$ cat src/rtl/simple_pkg.sv
// rtl/simple_pkg.sv - shared types and constants for the SIMPLE core pipeline
package simple_pkg;

  localparam int REG_ADDR_W = 3;
  localparam int DATA_W     = 16;

  typedef enum logic [1:0] {
    ST_IDLE    = 2'd0,
    ST_RD_WAIT = 2'd1,
    ST_WR_WAIT = 2'd2
  } state_e;

  // memWrite encoding used by the execute stage
  typedef enum logic [1:0] {
    MEMW_NONE  = 2'd0,
    MEMW_READ  = 2'd1,
    MEMW_WRITE = 2'd2
  } mem_write_e;

  // Stores win over loads when the execute stage raises both enables
  function automatic mem_write_e mem_op(input logic read_en, input logic write_en);
    if (write_en)     return MEMW_WRITE;
    else if (read_en) return MEMW_READ;
    else              return MEMW_NONE;
  endfunction

endpackage

$ cat src/rtl/mem_timeout_ctr.sv
// rtl/mem_timeout_ctr.sv - wait-state counter that flags an overdue memory transaction
module mem_timeout_ctr #(
  parameter int TIMEOUT = 15
) (
  input  logic clk,
  input  logic rst,
  input  logic clr,
  input  logic en,
  output logic expired
);

  logic [7:0] count_q;
  logic [7:0] count_d;

  // Clear on entry to a wait state, count every wait cycle without ack
  always_comb begin
    count_d = count_q;
    if (clr)     count_d = 8'd0;
    else if (en) count_d = count_q + 8'd1;
  end

  // Counter register
  always_ff @(posedge clk or posedge rst) begin
    if (rst) count_q <= 8'd0;
    else     count_q <= count_d;
  end

  // This un-acked wait cycle is the TIMEOUT-th one
  assign expired = en && (count_q == 8'(TIMEOUT - 1));

endmodule

$ cat src/rtl/mem_wb_stage.sv
// rtl/mem_wb_stage.sv - memory/writeback stage: data-memory handshake, register writeback, retire count
module mem_wb_stage
  import simple_pkg::*;
#(
  parameter int ADDR_W  = 12,
  parameter int TIMEOUT = 15
) (
  input  logic                  clk,
  input  logic                  rst,
  input  logic [DATA_W-1:0]     alu_result,
  input  logic                  write_reg,
  input  logic [REG_ADDR_W-1:0] reg_addr,
  input  logic [15:0]           mem_addr_in,
  input  logic [DATA_W-1:0]     store_data,
  input  logic                  read_en,
  input  logic                  write_en,
  output logic                  mem_req,
  output logic                  mem_we,
  output logic [ADDR_W-1:0]     mem_addr,
  output logic [DATA_W-1:0]     mem_wdata,
  input  logic                  mem_ack,
  input  logic [DATA_W-1:0]     mem_rdata,
  output logic                  stall,
  output logic                  rf_we,
  output logic [REG_ADDR_W-1:0] rf_waddr,
  output logic [DATA_W-1:0]     rf_wdata,
  output logic                  mem_err,
  output logic [15:0]           retired
);

  state_e                state_q, state_d;
  logic                  mem_req_q, mem_req_d;
  logic                  mem_we_q, mem_we_d;
  logic [ADDR_W-1:0]     mem_addr_q, mem_addr_d;
  logic [DATA_W-1:0]     mem_wdata_q, mem_wdata_d;
  logic                  rf_we_q, rf_we_d;
  logic [REG_ADDR_W-1:0] rf_waddr_q, rf_waddr_d;
  logic [DATA_W-1:0]     rf_wdata_q, rf_wdata_d;
  logic                  mem_err_q, mem_err_d;
  logic [15:0]           retired_q, retired_d;
  logic                  lat_write_reg_q, lat_write_reg_d;
  logic [REG_ADDR_W-1:0] lat_reg_addr_q, lat_reg_addr_d;

  logic       ctr_clr;
  logic       ctr_en;
  logic       ctr_expired;
  mem_write_e op;

  // Only the low ADDR_W address bits reach data memory
  logic unused_addr_bits;
  assign unused_addr_bits = ^mem_addr_in;

  assign op     = mem_op(read_en, write_en);
  assign ctr_en = (state_q != ST_IDLE) && !mem_ack;

  mem_timeout_ctr #(
    .TIMEOUT (TIMEOUT)
  ) u_timeout (
    .clk     (clk),
    .rst     (rst),
    .clr     (ctr_clr),
    .en      (ctr_en),
    .expired (ctr_expired)
  );

  // Next-state and output logic; rf_we defaults low so it is a one-cycle pulse
  always_comb begin
    state_d         = state_q;
    mem_req_d       = mem_req_q;
    mem_we_d        = mem_we_q;
    mem_addr_d      = mem_addr_q;
    mem_wdata_d     = mem_wdata_q;
    rf_we_d         = 1'b0;
    rf_waddr_d      = rf_waddr_q;
    rf_wdata_d      = rf_wdata_q;
    mem_err_d       = mem_err_q;
    retired_d       = retired_q;
    lat_write_reg_d = lat_write_reg_q;
    lat_reg_addr_d  = lat_reg_addr_q;
    ctr_clr         = 1'b0;

    case (state_q)
      ST_IDLE: begin
        if (op == MEMW_WRITE) begin
          state_d     = ST_WR_WAIT;
          mem_req_d   = 1'b1;
          mem_we_d    = 1'b1;
          mem_addr_d  = mem_addr_in[ADDR_W-1:0];
          mem_wdata_d = store_data;
          ctr_clr     = 1'b1;
        end else if (op == MEMW_READ) begin
          state_d         = ST_RD_WAIT;
          mem_req_d       = 1'b1;
          mem_we_d        = 1'b0;
          mem_addr_d      = mem_addr_in[ADDR_W-1:0];
          lat_write_reg_d = write_reg;
          lat_reg_addr_d  = reg_addr;
          ctr_clr         = 1'b1;
        end else begin
          rf_we_d    = write_reg;
          rf_waddr_d = reg_addr;
          rf_wdata_d = alu_result;
          if (write_reg) retired_d = retired_q + 16'd1;
        end
      end
      ST_RD_WAIT: begin
        if (mem_ack) begin
          rf_we_d    = lat_write_reg_q;
          rf_waddr_d = lat_reg_addr_q;
          rf_wdata_d = mem_rdata;
          mem_req_d  = 1'b0;
          state_d    = ST_IDLE;
          retired_d  = retired_q + 16'd1;
        end else if (ctr_expired) begin
          mem_req_d = 1'b0;
          state_d   = ST_IDLE;
          mem_err_d = 1'b1;
        end
      end
      ST_WR_WAIT: begin
        if (mem_ack) begin
          mem_req_d = 1'b0;
          state_d   = ST_IDLE;
          retired_d = retired_q + 16'd1;
        end else if (ctr_expired) begin
          mem_req_d = 1'b0;
          state_d   = ST_IDLE;
          mem_err_d = 1'b1;
        end
      end
      default: begin
        state_d   = ST_IDLE;
        mem_req_d = 1'b0;
      end
    endcase
  end

  // State and output registers
  always_ff @(posedge clk or posedge rst) begin
    if (rst) begin
      state_q         <= ST_IDLE;
      mem_req_q       <= 1'b0;
      mem_we_q        <= 1'b0;
      mem_addr_q      <= '0;
      mem_wdata_q     <= '0;
      rf_we_q         <= 1'b0;
      rf_waddr_q      <= '0;
      rf_wdata_q      <= '0;
      mem_err_q       <= 1'b0;
      retired_q       <= 16'd0;
      lat_write_reg_q <= 1'b0;
      lat_reg_addr_q  <= '0;
    end else begin
      state_q         <= state_d;
      mem_req_q       <= mem_req_d;
      mem_we_q        <= mem_we_d;
      mem_addr_q      <= mem_addr_d;
      mem_wdata_q     <= mem_wdata_d;
      rf_we_q         <= rf_we_d;
      rf_waddr_q      <= rf_waddr_d;
      rf_wdata_q      <= rf_wdata_d;
      mem_err_q       <= mem_err_d;
      retired_q       <= retired_d;
      lat_write_reg_q <= lat_write_reg_d;
      lat_reg_addr_q  <= lat_reg_addr_d;
    end
  end

  assign stall     = (state_q != ST_IDLE);
  assign mem_req   = mem_req_q;
  assign mem_we    = mem_we_q;
  assign mem_addr  = mem_addr_q;
  assign mem_wdata = mem_wdata_q;
  assign rf_we     = rf_we_q;
  assign rf_waddr  = rf_waddr_q;
  assign rf_wdata  = rf_wdata_q;
  assign mem_err   = mem_err_q;
  assign retired   = retired_q;

endmodule
$ cat config.mk
export PLATFORM = sky130hd
export DESIGN_NAME = mem_wb_stage
export DESIGN_NICKNAME = d
export VERILOG_FILES = /design/src/rtl/simple_pkg.sv /design/src/rtl/mem_timeout_ctr.sv /design/src/rtl/mem_wb_stage.sv
export SDC_FILE = /design/constraint.sdc
export NUM_CORES = 1
export LEC_CHECK = 0
export ABC_AREA = 1
export CAP_MARGIN = 10
export CORE_MARGIN = 5
export CORE_UTILIZATION = 30
export CTS_CLUSTER_SIZE = 12
export DETAILED_ROUTE_END_ITERATION = 6
export PLACE_DENSITY_LB_ADDON = 0.25
export SYNTH_ARGS = -nofsm -noshare
export SYNTH_HDL_FRONTEND = slang
export SYNTH_SLANG_ARGS = --single-unit
$ cat constraint.sdc
create_clock -name clk -period 2.5 [get_ports clk]
set_input_delay 0.5 -clock clk [delete_from_list [all_inputs] [get_ports clk]]
set_output_delay 0.5 -clock clk [all_outputs]
set_load 0.02 [all_outputs]
==> reports/qor.csv <==
stage,metric,value,unit
outcome,outcome,"finished, final reports clean",
timing,rsz0062_at_grt,no,
grt,grt_max_degree,46,
floorplan,start_util,30.7,%
floorplan,die_w,121,µm
cts,clockBufferDepth,2,
cts,root_buffer,clkbuf_16,
min_path,whs_path_depth,2,
timing,layout_min_cycle_time,2.27,ns
power_and_ir_drop,p_sw,2560,µW
yosys,synth_area,0.00371,mm²
min_path,min_path_type,register to register,
yosys,ys_seq_area_share,54.7,%
final_layout,final_common_cell,nand2_1,
cts,clock-sinks,81,
power_and_ir_drop,p_seq_share,32.4,%
cts,path_clk_slew,0.06,ns
yosys,synth-seq-cells,81,
yosys,yosysUniqueCellTypes,27,
power_and_ir_drop,internal_power,4090,µW
cts,cts_max_level,3,
final_layout,n_fill_cell,1172,
worst_setup_path,timing.rr.start,state_q[0],
cts,cts_post_setup_buffers_inserted,0,
grt,grt_overflow_total,0,
timing,finalHoldViolCount,0,
power_and_ir_drop,p_clk_share,21.6,%
run,maxCapViolCount,0,
yosys,async_flop_share,100,%
grt,antenna_found_initial,0,
timing,holdWs,0.468,ns
detailed_routing,drt-total-wl,9.36,mm
power_and_ir_drop,powerDensity,1200,mW/mm²
timing,worstMarginPinSlew,0.569,ns
yosys,synth_warnings,0,
floorplan,io_pins,141,
cts,cts_tree,yes,
final_layout,drive_above_1_share,5.38,%
placed_design,port_buffers,136,
final_layout,diodes,0,
yosys,synthFlopType,dfrtp_1,
min_path,min-delay-start,mem_addr[5],
worst_setup_path,crit_start,state_q[0],
floorplan,die_y,121,µm
worst_setup_path,start_kind,register,
timing,fin_skew,0.00342,ns
final_layout,synthToLayoutAreaGrowth,50.2,%
timing,finalCritPeriodShare,90.9,%
worst_setup_path,crit_fanout,7,
yosys,netlist_instances,431,
yosys,syn_area_per_cell,8.60,µm²
detailed_routing,postRouteAntennaNets,0,
detailed_routing,wire_per_inst,12.6,µm
worst_setup_path,cp_common_cell,inv_1,
floorplan,core,0.0121,mm²
worst_setup_path,cpLargestDelayFamily,buffers and inverters,
worst_setup_path,worst_path_largest_cell_delay,0.62,ns
detailed_routing,drt_iter0_drc,187,
worst_setup_path,path_class,register to output port,
detailed_routing,dr.pass1.iters,4,
worst_setup_path,cp.depth,4,
worst_setup_path,crit_path_end_kind,output port,
grt,track_usage,12.9,%
worst_setup_path,crit_required,2.00,ns
placed_design,place.gp.congestion,0.797,
floorplan,die_area,0.0147,mm²
power_and_ir_drop,combPwrFrac,46.0,%
grt,grt_pass1_wl,15.4,mm
yosys,synth-edff-count,0,
power_and_ir_drop,leakagePower,0.00255,µW
power_and_ir_drop,swShare,38.5,%
worst_setup_path,ff2ff_path_depth,7,
detailed_routing,via_per_inst,4.33,
cts,cts-buffers-inserted,9,
floorplan,rows,40,
final_layout,nNetsFinal,649,
timing,fmax,440,MHz
cts,cts_hold_buf,0,
final_layout,final_cell_mix,"nand2_1, clkdlybuf4s50_1, dfrtp_1",
power_and_ir_drop,peakVddDrop,0.505,mV
timing,slew_viol_final,0,
timing,finalSetupViolCount,0,
yosys,syn_nets,509,
worst_setup_path,cp_slowest_cell,clkdlybuf4s50_1,
timing,relSlewSlack,62.0,%
worst_setup_path,worstPathArrival,1.77,ns
cts,ctsResizeCount,0,
worst_setup_path,path_cells,inv_1 -> ha_1 -> inv_1 -> clkdlybuf4s50_1,
detailed_routing,dr_total_vias,3218,
worst_setup_path,worst-path-buf-inv,3,
grt,grt_pass1_vias,3282,
detailed_routing,drc,0,
timing,tns,0,ns
cts,worstSkewPairLatency,0.33,ns
placed_design,dp_hpwl,7.07,mm
## through the flow
stage	utilization (%)	total power (µW)	std cells	area, µm²	setup slack, ns
floorplan	-	3950	431	3710	0.917
global placement	43.4	5220	728	5240	0.363
detailed placement	43.4	5280	728	5240	0.349
CTS	46.1	6760	744	5570	0.200
global route	46.1	7150	744	5570	0.144
finish	46.1	6650	744	5570	0.226
## cell usage after synthesis (4+ instances only)
cell | instances | area [µm²]
o21ai_0 | 10 | 50.1
nand2_1 | 157 | 589
xor2_1 | 8 | 70.1
mux2i_1 | 16 | 160
inv_1 | 29 | 109
nand4_1 | 4 | 25.0
nand3b_1 | 4 | 30.0
nor2_1 | 52 | 195
buf_2 | 7 | 35.0
nand3_1 | 11 | 55.1
buf_6 | 4 | 45.0
dfrtp_1 | 81 | 2030
ha_1 | 5 | 62.6
a21oi_1 | 25 | 125
## kinds of logic (layout without fill, tap and decap cells)
kind of cell	Yosys count	count (layout)	share of synthesized area, %
fa+ha+maj	5	5	1.69
flops	81	81	54.7
simple gates	236	236	25.9
compound gates	38	38	5.37
mux	16	16	4.32
xor+xnor	10	10	2.36
buf+inv	45	190	5.71
## routing by layer
| layer | routed length, µm | GRT usage [%] | up-vias |
|---|---|---|---|
| met1 | 4260 | 16.6 | 1448 |
| met2 | 3800 | 18.7 | 128 |
| met4 | 170 | 5.25 | 0 |
| met5 | 0 | 0 | - |
| li1 | - | - | 1631 |
| met3 | 1130 | 6.06 | 11 |
## sequential cells by signal (all words and copies together), names as in the netlist
register and flops:
lat_reg_addr_q 3, lat_write_reg_q 1, mem_addr 12, mem_err 1
mem_req 1, mem_wdata 16, mem_we 1, retired 16
rf_waddr 3, rf_wdata 16, rf_we 1, state_q 2
u_timeout.count_q 8
## worst reg2reg max path, cell delays in order, from the launching register on
cell and delay (ns):
dfrtp_1 0.37, inv_1 0.05, ha_1 0.26, nand2_1 0.16, buf_4 0.25, clkinv_1 0.42, nand2_1 0.18, nand2_1 0.06
## final cells by class
| class | count | area, µm² | share of cell area (%) |
|---|---|---|---|
| inverters | 32 | 124 | 2.23 |
| clock inverters | 5 | 77.6 | 1.39 |
| repair buffers | 142 | 1410 | 25.3 |
| flip-flops and latches | 81 | 2030 | 36.4 |
| well taps | 168 | 210 | 3.78 |
| multi-input cells | 305 | 1470 | 26.4 |
| clock buffers | 11 | 253 | 4.54 |
## power groups by stage
stage	clock network (µW)	logic (µW)	registers, µW
after floorplan	0	1240	2700
final	1440	3060	2160
after global placement	0	3060	2160
after CTS	1480	3110	2160
after global routing	1540	3380	2230
after detailed placement	0	3110	2170
## final timing paths
path                            endpoint  slack [ns]
setup / recovery                   stall        0.23
setup reg to reg           mem_wdata[12]        0.62
hold reg to reg              mem_addr[5]        0.47
min in group asynchronous    mem_addr[3]        0.64
max in group asynchronous   rf_wdata[12]        1.42
hold / removal               mem_addr[5]        0.47
No activity file was read; power rests on OpenSTA's default activity.
